$ cat src/rtl/alu_exec_if.sv
// ============================================================================
// Module  : alu_exec_if
// Valid/ready operand and result bus for the alu_exec execute stage.
// Revision: 1.0
// ============================================================================
`default_nettype none

interface alu_exec_if #(
  parameter int WIDTH = 32
);
  logic             in_valid;
  logic             in_ready;
  logic [3:0]       operation;
  logic [WIDTH-1:0] a;
  logic [WIDTH-1:0] b;
  logic             out_valid;
  logic             out_ready;
  logic [WIDTH-1:0] result;
  logic             zero;
  logic             illegal;
  logic             busy;

  modport master (
    output in_valid, operation, a, b, out_ready,
    input  in_ready, out_valid, result, zero, illegal, busy
  );

  modport slave (
    input  in_valid, operation, a, b, out_ready,
    output in_ready, out_valid, result, zero, illegal, busy
  );
endinterface

`default_nettype wire

$ cat src/rtl/alu_exec.sv
// ============================================================================
// Module  : alu_exec
// Registered ALU execute stage with a one-entry result register and valid/ready
// handshake. Define ALU_MULT_EN to add op 1000 (iterative unsigned multiply).
// Revision: 1.0
// ============================================================================
`default_nettype none

module alu_exec #(
  parameter int WIDTH = 32
) (
  input  wire logic   clk,
  input  wire logic   rst_n,
  alu_exec_if.slave   bus
);

  localparam logic [1:0] c_st_idle = 2'd0;
  localparam logic [1:0] c_st_hold = 2'd1;
  localparam logic [1:0] c_st_mul  = 2'd2;

  localparam logic [3:0] c_op_and = 4'b0000;
  localparam logic [3:0] c_op_or  = 4'b0001;
  localparam logic [3:0] c_op_add = 4'b0010;
  localparam logic [3:0] c_op_sub = 4'b0110;
  localparam logic [3:0] c_op_slt = 4'b0111;
  localparam logic [3:0] c_op_nor = 4'b1100;

  logic [1:0]       r_state;
  logic [WIDTH-1:0] r_result;
  logic             r_zero;
  logic             r_illegal;

  logic             w_in_ready;
  logic             w_xfer;
  logic [WIDTH-1:0] w_res;
  logic             w_illegal;

`ifdef ALU_MULT_EN
  localparam logic [3:0] c_op_mul = 4'b1000;
  localparam int         CW       = $clog2(WIDTH + 1);
  localparam logic [CW-1:0] c_cnt_last = CW'(WIDTH);

  logic [CW-1:0]    r_cnt;
  logic [WIDTH-1:0] r_mcand;
  logic [WIDTH-1:0] r_mplier;
  logic [WIDTH-1:0] r_acc;
`endif

  always_comb begin
    w_in_ready = 1'b0;
    case (r_state)
      c_st_idle: w_in_ready = 1'b1;
      c_st_hold: w_in_ready = bus.out_ready;
      default:   w_in_ready = 1'b0;
    endcase
  end

  assign w_xfer = bus.in_valid & w_in_ready;

  always_comb begin
    w_res     = '0;
    w_illegal = 1'b0;
    case (bus.operation)
      c_op_and: w_res = bus.a & bus.b;
      c_op_or:  w_res = bus.a | bus.b;
      c_op_add: w_res = bus.a + bus.b;
      c_op_sub: w_res = bus.a - bus.b;
      c_op_slt: w_res = {{(WIDTH-1){1'b0}}, ($signed(bus.a) < $signed(bus.b))};
      c_op_nor: w_res = ~(bus.a | bus.b);
`ifdef ALU_MULT_EN
      c_op_mul: w_res = '0;
`endif
      default:  w_illegal = 1'b1;
    endcase
  end

  always_ff @(posedge clk or negedge rst_n) begin
    if (!rst_n) begin
      r_state   <= c_st_idle;
      r_result  <= '0;
      r_zero    <= 1'b0;
      r_illegal <= 1'b0;
`ifdef ALU_MULT_EN
      r_cnt     <= '0;
      r_mcand   <= '0;
      r_mplier  <= '0;
      r_acc     <= '0;
`endif
    end else if (w_xfer) begin
`ifdef ALU_MULT_EN
      if (bus.operation == c_op_mul) begin
        r_state  <= c_st_mul;
        r_cnt    <= '0;
        r_mcand  <= bus.a;
        r_mplier <= bus.b;
        r_acc    <= '0;
      end else
`endif
      begin
        r_state   <= c_st_hold;
        r_result  <= w_res;
        r_zero    <= (w_res == '0);
        r_illegal <= w_illegal;
      end
    end else if (r_state == c_st_hold) begin
      if (bus.out_ready) begin
        r_state <= c_st_idle;
      end
`ifdef ALU_MULT_EN
    end else if (r_state == c_st_mul) begin
      // One partial product per cycle; the extra cycle at c_cnt_last commits it.
      if (r_cnt == c_cnt_last) begin
        r_state   <= c_st_hold;
        r_result  <= r_acc;
        r_zero    <= (r_acc == '0);
        r_illegal <= 1'b0;
      end else begin
        if (r_mplier[0]) begin
          r_acc <= r_acc + r_mcand;
        end
        r_mcand  <= r_mcand << 1;
        r_mplier <= r_mplier >> 1;
        r_cnt    <= r_cnt + CW'(1);
      end
`endif
    end else if (r_state != c_st_idle) begin
      r_state <= c_st_idle;
    end
  end

  assign bus.in_ready  = w_in_ready;
  assign bus.out_valid = (r_state == c_st_hold);
  assign bus.result    = r_result;
  assign bus.zero      = r_zero;
  assign bus.illegal   = r_illegal;
`ifdef ALU_MULT_EN
  assign bus.busy      = (r_state == c_st_mul);
`else
  assign bus.busy      = 1'b0;
`endif

endmodule

`default_nettype wire

$ cat src/flat_wrapper.sv
// flat-port wrapper written by rule: the top's interface ports become plain ports
module alu_exec_flat 
#(
  parameter int WIDTH = 32
)
  (clk, rst_n, bus_in_valid, bus_operation, bus_a, bus_b, bus_out_ready, bus_in_ready, bus_out_valid, bus_result, bus_zero, bus_illegal, bus_busy);
  alu_exec_if #(.WIDTH(WIDTH)) bus_i ();
  input  wire logic clk;
  input  wire logic rst_n;
  input wire logic [$bits(bus_i.in_valid)-1:0] bus_in_valid;
  input wire logic [$bits(bus_i.operation)-1:0] bus_operation;
  input wire logic [$bits(bus_i.a)-1:0] bus_a;
  input wire logic [$bits(bus_i.b)-1:0] bus_b;
  input wire logic [$bits(bus_i.out_ready)-1:0] bus_out_ready;
  output wire logic [$bits(bus_i.in_ready)-1:0] bus_in_ready;
  output wire logic [$bits(bus_i.out_valid)-1:0] bus_out_valid;
  output wire logic [$bits(bus_i.result)-1:0] bus_result;
  output wire logic [$bits(bus_i.zero)-1:0] bus_zero;
  output wire logic [$bits(bus_i.illegal)-1:0] bus_illegal;
  output wire logic [$bits(bus_i.busy)-1:0] bus_busy;
  assign bus_i.in_valid = bus_in_valid;
  assign bus_i.operation = bus_operation;
  assign bus_i.a = bus_a;
  assign bus_i.b = bus_b;
  assign bus_i.out_ready = bus_out_ready;
  assign bus_in_ready = bus_i.in_ready;
  assign bus_out_valid = bus_i.out_valid;
  assign bus_result = bus_i.result;
  assign bus_zero = bus_i.zero;
  assign bus_illegal = bus_i.illegal;
  assign bus_busy = bus_i.busy;
  alu_exec #(.WIDTH(WIDTH)) u_core (.clk(clk), .rst_n(rst_n), .bus(bus_i));
endmodule
$ cat config.mk
export PLATFORM = sky130hd
export DESIGN_NAME = alu_exec_flat
export DESIGN_NICKNAME = d
export VERILOG_FILES = /design/src/rtl/alu_exec_if.sv /design/src/rtl/alu_exec.sv /design/src/flat_wrapper.sv
export SDC_FILE = /design/constraint.sdc
export NUM_CORES = 1
export LEC_CHECK = 0
export CORE_ASPECT_RATIO = 1.75
export CORE_MARGIN = 4
export CORE_UTILIZATION = 61
export DETAILED_ROUTE_END_ITERATION = 10
export PLACE_DENSITY = 0.89
export SYNTH_ARGS = -nofsm -noshare
export SYNTH_HDL_FRONTEND = slang
export SYNTH_SLANG_ARGS = --single-unit
$ cat constraint.sdc
create_clock -name clk -period 3.05 [get_ports clk]
set_input_delay 0.61 -clock clk [delete_from_list [all_inputs] [get_ports clk]]
set_output_delay 0.61 -clock clk [all_outputs]
set_load 0.05 [all_outputs]
==> results by group, run 1 <==
Status
  • Status: did not finish
  • Last stage reached: clock tree synthesis (4_1_cts)
  • Err: [ERROR DPL-0038] Utilization greater than 100%, impossible to legalize

Yosys
  • Post-synthesis cell type count: 92
  • Synth warnings: 0
  • Post-synth EDFFs: 0
  • Synth Cell Area: 7106 µm²
  • Cell count after synthesis: 978
  • Async SR Flop Fraction: 100.0%
  • Synthesized area per cell: 7.265 µm²
  • Register area share after synthesis: 12.33%
  • Synth Flop Type: dfrtp_1
  • Syn Nets: 1,152
  • Post-synthesis register bit count: 35

Placed design
  • # port buffers: 107
  • Post-DP HPWL: 32,540 µm
  • GPL Wtd Cong: 1.156

CTS
  • Max H-tree Level: 2
  • Post-CTS resize count: 413
  • CTS buffer count: 5
  • Clk root buf: clkbuf_16
  • Setup Fix Bufs, Post-CTS: 59
  • Max Root-Sink Buffers: 2
  • Clock sinks: 35
  • # hold bufs at CTS: 0

Floorplanning
  • Rows: 51
  • Die Y: 150.8 µm
  • Initial Util: 62.91%
  • Die width: 89.59 µm
  • I/O pin total: 109
==> cells in the mapped netlist (5+ instances only) <==
library cell,number,area [µm²]
ha_1,100,1251
inv_1,98,367.9
a21oi_1,89,445.4
nor2_1,76,285.3
nand2_1,69,259.0
o21ai_0,46,230.2
clkbuf_1,44,165.2
dfrtp_1,35,875.8
a22oi_1,28,210.2
nor3_1,21,105.1
a22o_1,17,148.9
a31oi_1,17,106.4
nand3_1,17,85.08
buf_2,16,80.08
o22ai_1,16,100.1
nand2b_1,15,93.84
o31ai_1,15,112.6
a21o_1,12,90.09
o211ai_1,12,90.09
o22a_1,12,105.1
nand4_1,11,68.82
nor2b_1,10,62.56
o21bai_1,10,75.07
o221ai_1,10,87.58
a211oi_1,9,67.56
and3_1,9,56.30
or2_2,9,56.30
nor4_1,8,50.05
a221o_1,7,70.07
a211o_1,6,52.55
xnor2_1,6,52.55
a221oi_1,5,43.79
and2_1,5,31.28
o21a_1,5,37.54
o32ai_1,5,43.79
or3_1,5,31.28
==> kinds of logic after synthesis <==
family	synth area share, %
buffers and inverters	9.421
flip-flops	12.33
adder cells (fa/ha/maj)	18.17
other	0.05278
AND/OR/NAND/NOR	20.37
AO/OA/AOI/OAI	37.91
XOR/XNOR	0.9861
multiplexers	0.7572
==> through the flow <==
stage / instances / setup WS (ns) / cell area (µm²) / hold slack (ns)
after global placement: 1505 / -1.324 / 10850 / 0.4598
after floorplan: 978 / -0.2571 / 7224 / 0.3144
after detailed placement: 1505 / -1.749 / 10850 / 0.4663
==> run 2, diff against run 1 <==
--- a/config.mk
+++ b/config.mk
@@ -5,11 +5,10 @@
 export SDC_FILE = /design/constraint.sdc
 export NUM_CORES = 1
 export LEC_CHECK = 0
-export CORE_ASPECT_RATIO = 1.75
 export CORE_MARGIN = 4
-export CORE_UTILIZATION = 61
+export CORE_UTILIZATION = 40
 export DETAILED_ROUTE_END_ITERATION = 10
-export PLACE_DENSITY = 0.89
+export PLACE_DENSITY_LB_ADDON = 0.15
 export SYNTH_ARGS = -nofsm -noshare
 export SYNTH_HDL_FRONTEND = slang
 export SYNTH_SLANG_ARGS = --single-unit
==> run 2 against run 1 <==
  * The flow now finishes, with violations (setup timing)
  * Synthesized cell count unchanged
  * Area after synthesis is the same
==> results by group, run 2 <==
Pwr
  • Int Pwr: 2.073 mW
  • Max IR drop VDD: 0.0003144 V
  • P_leak: 5.792 nW
  • Flop pwr share: 15.5%
  • Power share of the clock group: 13.7%
  • Switching power share of the total: 42.80%
  • Switching power: 1.551 mW
  • Comb pwr share: 70.9%
  • PD cells: 283.9 nW/µm²

Cells and area
  • Multi-input logic area: 6678 µm²
  • Utilization after layout: 73.53%
  • Number of fill cells: 1,353
  • Max FFs per register: 32
  • Commonest non-fill, non-tap cell in the layout: buf_4
  • Final cell count without fillers: 1,674
  • Most frequent cells in the layout: buf_4, nand2_1, ha_1
  • Ant. Diodes: 0
  • Layout area overhead: 79.61%
  • Share of cells above drive strength 1: 45.96%
  • Reg area: 875.8 µm²
  • NumNets Final: 1,623

Placed design
  • Post-DP HPWL: 23,610 µm
  • GPL Wtd Cong: 1.009
  • # port buffers: 107
  • Placed Cells: 1,605

Worst setup path
  • Worst Path Max Fanout: 4
  • CP max stage cell: or3_1
  • Worst setup SP type: input pin
  • Worst Path Arrival: 3.72 ns
  • CP bufs+invs: 4
  • Critical Path Max Stage Delay: 0.38 ns
  • Cell family with most CP delay: compound AO/OA/AOI/OAI gates
  • CP endpoint kind: flip-flop
  • Kind of critical path: input pin to flip-flop
  • Cells along the critical path: buf_8, inv_6, ha_4, buf_6, a21o_4, buf_6, a31oi_4, nand2_2, a31o_1, a221o_1, a22o_1, or3_1, nor4_2, nand4_1, nor4_2, a32o_1
  • WP data required: 3.26 ns

CTS
  • Clk root buf: clkbuf_16
  • CTS buffer count: 5
  • Max Root-Sink Buffers: 2
  • Max H-tree Level: 2
  • Worst-Skew Late Latency: 0.27 ns
  • Worst-path clk slew: 0.05 ns
  • CTS tree: yes
  • Clock sinks: 35

Global route
  • Initial antenna violation count: 0
  • GRT Overall Usage: 29.69%
  • GRT overflow: 0
  • Largest net degree at the start of global routing: 41
  • First-pass GRT wire length: 49,000 µm
  • Vias in the first global route: 9,628

STA
  • PnR worst setup slack: -0.4670 ns
  • Setup-failing EPs final: 11
  • Final Max Slew Viols: 0
  • Worst-margin pin slew: 0.5968 ns
  • Achievable Freq: 0.2843 GHz
  • Slew headroom: 60.11%
  • Final period util: 115.3%
  • Final min period: 3.517 ns
  • RSZ-0062 raised after global routing: true
  • Clock skew: 0.003925 ns
  • Final Hold Vio Count: 0

Floorplanning
  • Die Y: 141.3 µm
  • Initial Util: 40.94%
  • CORE AREA: 17,360 µm²
  • I/O pin total: 109
  • Rows: 48
  • Die width: 141.3 µm
  • Die ar.: 19,960 µm²

Route
  • WL final: 31,180 µm
  • Drt pass-1 iters: 6
  • DR DRC count: 0
  • Wire length per cell: 18.63 µm
  • Vias per cell: 5.776
  • Routed Antenna Nets: 0
  • Initial detailed-routing violation count: 787
  • Routed via count: 9,669

Yosys
  • Top cells by area, synth: ha_1, dfrtp_1, a21oi_1, inv_1, nor2_1
  • Syn Nets: 1,152
  • Post-synth EDFFs: 0
  • Yosys top cell area share: 17.61%
  • Synth warnings: 0
  • Synthesized area per cell: 7.265 µm²
  • Post-synthesis register bit count: 35
  • Synth Flop Type: dfrtp_1
  • Cell count after synthesis: 978
  • Post-synthesis cell type count: 92
  • Synth cell count leaders: ha_1, inv_1, a21oi_1, nor2_1, nand2_1
  • Synth Cell Area: 7106 µm²
  • Register area share after synthesis: 12.33%
  • Async SR Flop Fraction: 100.0%
  • Most frequent cell after synthesis: ha_1
  • Largest area contributor in the netlist: ha_1

Status
  • Failing checks: setup timing
  • Status: complete, but fails checks

Run
  • Max Cap Viol: 0

Hold path
  • Worst hold path class: flip-flop to flip-flop
run 2: cell counts after synthesis:
No cell type changed its count.
run 2: worst reg2reg max path: stages, from the launching register on:
cell and delay, ns:
dfrtp_1 0.37, nand2b_1 0.10, nand2_1 0.11, nor2_1 0.17
nand3_1 0.12, nor3_2 0.14, nand4_1 0.09, or3_1 0.36
nor4_2 0.33, nand4_1 0.18, nor4_2 0.17, a32o_1 0.18
run 2: cells by family (layout without fill, tap and decap cells):
| logic type | Yosys count | after routing | share of synthesized area [%] |
|---|---|---|---|
| other | 1 | 1 | 0.05278 |
| DFF | 35 | 35 | 12.33 |
| AOI/OAI and AO/OA | 374 | 374 | 37.91 |
| xor gates and xnor gates | 8 | 8 | 0.9861 |
| buffers and inverters | 168 | 639 | 9.421 |
| muxes | 5 | 5 | 0.7572 |
| adders and majority gates | 102 | 102 | 18.17 |
| and+or+nand+nor | 285 | 285 | 20.37 |
run 2: per-stage QoR:
stage	TNS [ns]	cell area, µm²	setup slack [ns]	power, mW	hold slack [ns]
6_report	-2.088	12760	-0.4670	3.623	0.4792
5_1_grt	-3.499	12760	-0.6654	3.815	0.5074
4_1_cts	-1.853	12360	-0.5111	3.468	0.4853
3_5_place_dp	-19.48	11040	-1.247	2.698	0.4739
3_3_place_gp	-18.50	11040	-1.195	2.680	0.4645
2_1_floorplan	-0.4963	7224	-0.2571	1.647	0.3144
run 2: final cells by class:
type | count | share of cell area (%)
multi-input cells | 775 | 52.32
repair buffers | 530 | 34.19
flip-flops and latches | 35 | 6.863
inverters | 102 | 3.294
well taps | 225 | 2.206
clock buffers | 6 | 1.088
clock inverters | 1 | 0.03922
run 2: metal layers:
metal / global-route usage, % / vias up / wire length [µm]
met2: 54.83 / 436 / 15940
met3: 2.460 / 90 / 1699
met5: 0 / - / 0
met1: 35.77 / 4577 / 12350
li1: - / 4566 / -
met4: 10.86 / 0 / 1193
run 2: power groups by stage:
| stage | sequential, mW | clock, mW | combinational (mW) |
|---|---|---|---|
| 3_5_place_dp | 0.566 | 0 | 2.13 |
| 2_1_floorplan | 0.754 | 0 | 0.893 |
| 4_1_cts | 0.560 | 0.504 | 2.40 |
| 5_1_grt | 0.566 | 0.524 | 2.73 |
| 3_3_place_gp | 0.566 | 0 | 2.11 |
| 6_report | 0.561 | 0.495 | 2.57 |
run 2: final timing paths:
check | start | depth (start not counted) | to | slack [ns]
worst max-delay path | bus_b[4] | 16 | u_core.bus.zero$_DFFE_PN0P_ | -0.47
worst min-delay path | u_core.bus.result[28]$_DFFE_PN0P_ | 2 | u_core.bus.result[28]$_DFFE_PN0P_ | 0.48
worst max register to register | u_core.r_state[0]$_DFFE_PN0P_ | 11 | u_core.bus.zero$_DFFE_PN0P_ | 0.68
worst min register to register | u_core.bus.result[28]$_DFFE_PN0P_ | 2 | u_core.bus.result[28]$_DFFE_PN0P_ | 0.48
max in group asynchronous | rst_n | 2 | u_core.bus.result[16]$_DFFE_PN0P_ | 1.99
min in group asynchronous | rst_n | 2 | u_core.bus.result[30]$_DFFE_PN0P_ | 0.75
run 2: repair_timing:
action                                  in CTS  in global routing
hold buffers                                 0                  0
setup buffers                               56                 16
gates resized for setup                    281                111
pin swaps                                   88                 70
endpoints found under the setup margin      27                 21
(Power assumes the default switching activity.)
==> run 3, diff against run 2 <==
--- a/config.mk
+++ b/config.mk
@@ -7,6 +7,7 @@
 export LEC_CHECK = 0
 export CORE_MARGIN = 4
 export CORE_UTILIZATION = 40
+export CTS_CLUSTER_SIZE = 8
 export DETAILED_ROUTE_END_ITERATION = 10
 export PLACE_DENSITY_LB_ADDON = 0.15
 export SYNTH_ARGS = -nofsm -noshare
==> results of run 3 <==
No change in the layout: final DEF, timing and power equal those of run 2.
==> run 4, diff against run 3 <==
--- a/config.mk
+++ b/config.mk
@@ -5,11 +5,12 @@
 export SDC_FILE = /design/constraint.sdc
 export NUM_CORES = 1
 export LEC_CHECK = 0
+export ABC_CLOCK_PERIOD_IN_PS = 3050
 export CORE_MARGIN = 4
 export CORE_UTILIZATION = 40
 export CTS_CLUSTER_SIZE = 8
 export DETAILED_ROUTE_END_ITERATION = 10
-export PLACE_DENSITY_LB_ADDON = 0.15
+export SETUP_SLACK_MARGIN = 0.02
 export SYNTH_ARGS = -nofsm -noshare
 export SYNTH_HDL_FRONTEND = slang
 export SYNTH_SLANG_ARGS = --single-unit
==> run 4 against run 3 <==
  * The flow still finishes with violations (setup timing)
  * Non-clock buffer count rose by 4
  * Fmax fell by 3.2%
  * Largest cell class unchanged
  * Largest power group unchanged
  * Setup slack got worse by 0.12 ns
  * Power rose by 1.8%
  * Register-to-register slack got worse by 0.20 ns
  * Sequential power fell by 0.9%
  * First-iteration DRC count rose by 3.9%
  * Die area did not move
  * Clock power fell by 3%
  * Clock skew fell by 0.0011 ns
  * Final area rose by 1.9%
==> results by group, run 4 (synthesized netlist as in run 2, its figures left out) <==
Route
  • Initial detailed-routing violation count: 818
  • Vias per cell: 5.813
  • Routed via count: 9,760
  • Routed Antenna Nets: 0
  • Wire length per cell: 19.12 µm
  • DR DRC count: 0
  • WL final: 32,100 µm
  • Drt pass-1 iters: 5

Placed design
  • GPL Wtd Cong: 0.9774
  • Placed inst area: 11,080 µm²
  • Post-DP HPWL: 24,530 µm
  • # port buffers: 107
  • Placed Cells: 1,611
  • DP Worst Slack: -1.320 ns

Cells and area
  • Commonest non-fill, non-tap cell in the layout: buf_4
  • Final cell count without fillers: 1,679
  • Max FFs per register: 32
  • Utilization after layout: 74.91%
  • Layout area overhead: 82.99%
  • Design area: 13,000 µm²
  • Ant. Diodes: 0
  • Number of fill cells: 1,283
  • NumNets Final: 1,627
  • Share of cells above drive strength 1: 48.76%
  • Most frequent cells in the layout: buf_4, clkdlybuf4s50_1, nand2_1, nor2_1, ha_1

Floorplanning
  • CORE AREA: 17,360 µm²
  • Die ar.: 19,960 µm²
  • Initial Util: 40.94%
  • Rows: 48
  • Die width: 141.3 µm
  • I/O pin total: 109
  • Die Y: 141.3 µm

Global route
  • GRT overflow: 0
  • Initial antenna violation count: 0
  • Vias in the first global route: 9,699
  • Largest net degree at the start of global routing: 41
  • GRT Overall Usage: 30.03%
  • First-pass GRT wire length: 49,200 µm

STA
  • Clock skew: 0.002820 ns
  • PnR worst setup slack: -0.5842 ns
  • Slew headroom: 54.32%
  • RSZ-0062 raised after global routing: true
  • Final Max Slew Viols: 0
  • Final Hold Vio Count: 0
  • Final min period: 3.634 ns
  • Setup-failing EPs final: 13
  • Worst-margin pin slew: 0.6790 ns
  • Achievable Freq: 0.2752 GHz
  • Final period util: 119.2%

CTS
  • CTS tree: yes
  • CTS buffer count: 5
  • Max H-tree Level: 2
  • # hold bufs at CTS: 0
  • Worst-path clk slew: 0.05 ns
  • Clock sinks: 35
  • Worst-Skew Late Latency: 0.27 ns
  • Max Root-Sink Buffers: 2
  • Clk root buf: clkbuf_16

Pwr
  • Int Pwr: 2.091 mW
  • PD cells: 283.6 nW/µm²
  • Power share of the clock group: 13.1%
  • Switching power share of the total: 43.31%
  • Max IR drop VDD: 0.0002742 V
  • Switching power: 1.597 mW
  • Comb pwr share: 71.9%
  • Flop pwr share: 15.1%
  • P_leak: 5.847 nW

Worst setup path
  • Most used cell, CP: nand4_1
  • CP endpoint kind: flip-flop
  • Cell family with most CP delay: simple AND/OR/NAND/NOR gates
  • Worst setup SP type: input pin
  • Kind of critical path: input pin to flip-flop
  • Worst Path Arrival: 3.85 ns
  • CP bufs+invs: 2
  • CP max stage cell: clkdlybuf4s50_1
  • Cells along the critical path: clkdlybuf4s50_1, buf_4, or4b_2, o221ai_1, a211oi_2, nand3_1, nor3_2, nand4_1, or3_4, nor4_4, nand4_1, nor4_2, a32o_1
  • Critical Path Max Stage Delay: 0.49 ns
  • WP data required: 3.26 ns
  • Worst Path Max Fanout: 9

Status
  • Failing checks: setup timing
  • Status: complete, but fails checks

Hold path
  • Worst hold path class: flip-flop to flip-flop

Run
  • Max Cap Viol: 0
## run 4: cell types whose count changed in the layout (fill, tap and decap cells not counted), moves of 3 or more
cell / delta
a21oi_2: +9
o2111ai_1: -3
a21oi_1: -9
inv_2: +5
ha_1: -5
o21ai_0: -4
o2111ai_2: +3
clkbuf_2: -5
ha_2: +4
buf_2: +3
o31ai_1: -3
nor2_2: +3
o21ai_2: +4
## run 4: final timing paths
check                                            startpoint                           endpoint  slack [ns]  cells past startpoint
min in group asynchronous                             rst_n  u_core.bus.result[19]$_DFFE_PN0P_        0.75                      2
hold / removal             u_core.bus.result[8]$_DFFE_PN0P_   u_core.bus.result[8]$_DFFE_PN0P_        0.48                      2
setup / recovery                           bus_operation[1]        u_core.bus.zero$_DFFE_PN0P_       -0.58                     13
hold reg to reg            u_core.bus.result[8]$_DFFE_PN0P_   u_core.bus.result[8]$_DFFE_PN0P_        0.48                      2
max in group asynchronous                             rst_n   u_core.bus.result[5]$_DFFE_PN0P_        1.98                      2
setup reg to reg              u_core.r_state[0]$_DFFE_PN0P_        u_core.bus.zero$_DFFE_PN0P_        0.48                     11
## run 4: routing by layer
layer	track usage (%)	vias up	wire length [µm]
li1	-	4590	-
met1	37.41	4629	12810
met2	54.13	416	15990
met3	2.224	125	1853
met4	11.01	0	1453
met5	0	-	0
## run 4: final cells by class
type                            count  area (µm²)  area share, %
Clock buffer                        7       132.6          1.020
Inverter                          102       410.4          3.156
Timing Repair Buffer              534        4397          33.81
Multi-Input combinational cell    775        6900          53.07
Tap cell                          225       281.5          2.165
Clock inverter                      1       5.005        0.03849
Sequential cell                    35       875.8          6.736
## run 4: repair_timing
action	CTS	global route
buffers inserted	46	22
setup endpoints to repair	27	24
gates resized for setup	280	153
pin swaps	91	69
## run 4: stage by stage
step                      hold WS, ns  setup TNS [ns]  power [mW]
after CTS                      0.4793          -2.315       3.454
final                          0.4821          -2.701       3.687
after floorplan                0.3144         -0.4963       1.647
after global routing           0.5061          -4.450       3.886
after detailed placement       0.4660          -20.99       2.712
after global placement         0.4635          -19.18       2.699
## run 4: power groups by stage
stage	Sequential [mW]	Clock, mW	Combinational, mW
after floorplan	0.754	0	0.893
after global placement	0.561	0	2.14
after detailed placement	0.562	0	2.15
after CTS	0.555	0.486	2.41
after global routing	0.562	0.511	2.81
final	0.556	0.482	2.65
## run 4: worst reg2reg max path: stages (launching register included)
cell	delay [ns]
dfrtp_1	0.37
nand2b_1	0.10
nand2_1	0.10
nor2_1	0.18
nand3_1	0.13
nor3_2	0.21
nand4_1	0.09
or3_4	0.39
nor4_4	0.27
nand4_1	0.19
nor4_2	0.28
a32o_1	0.20
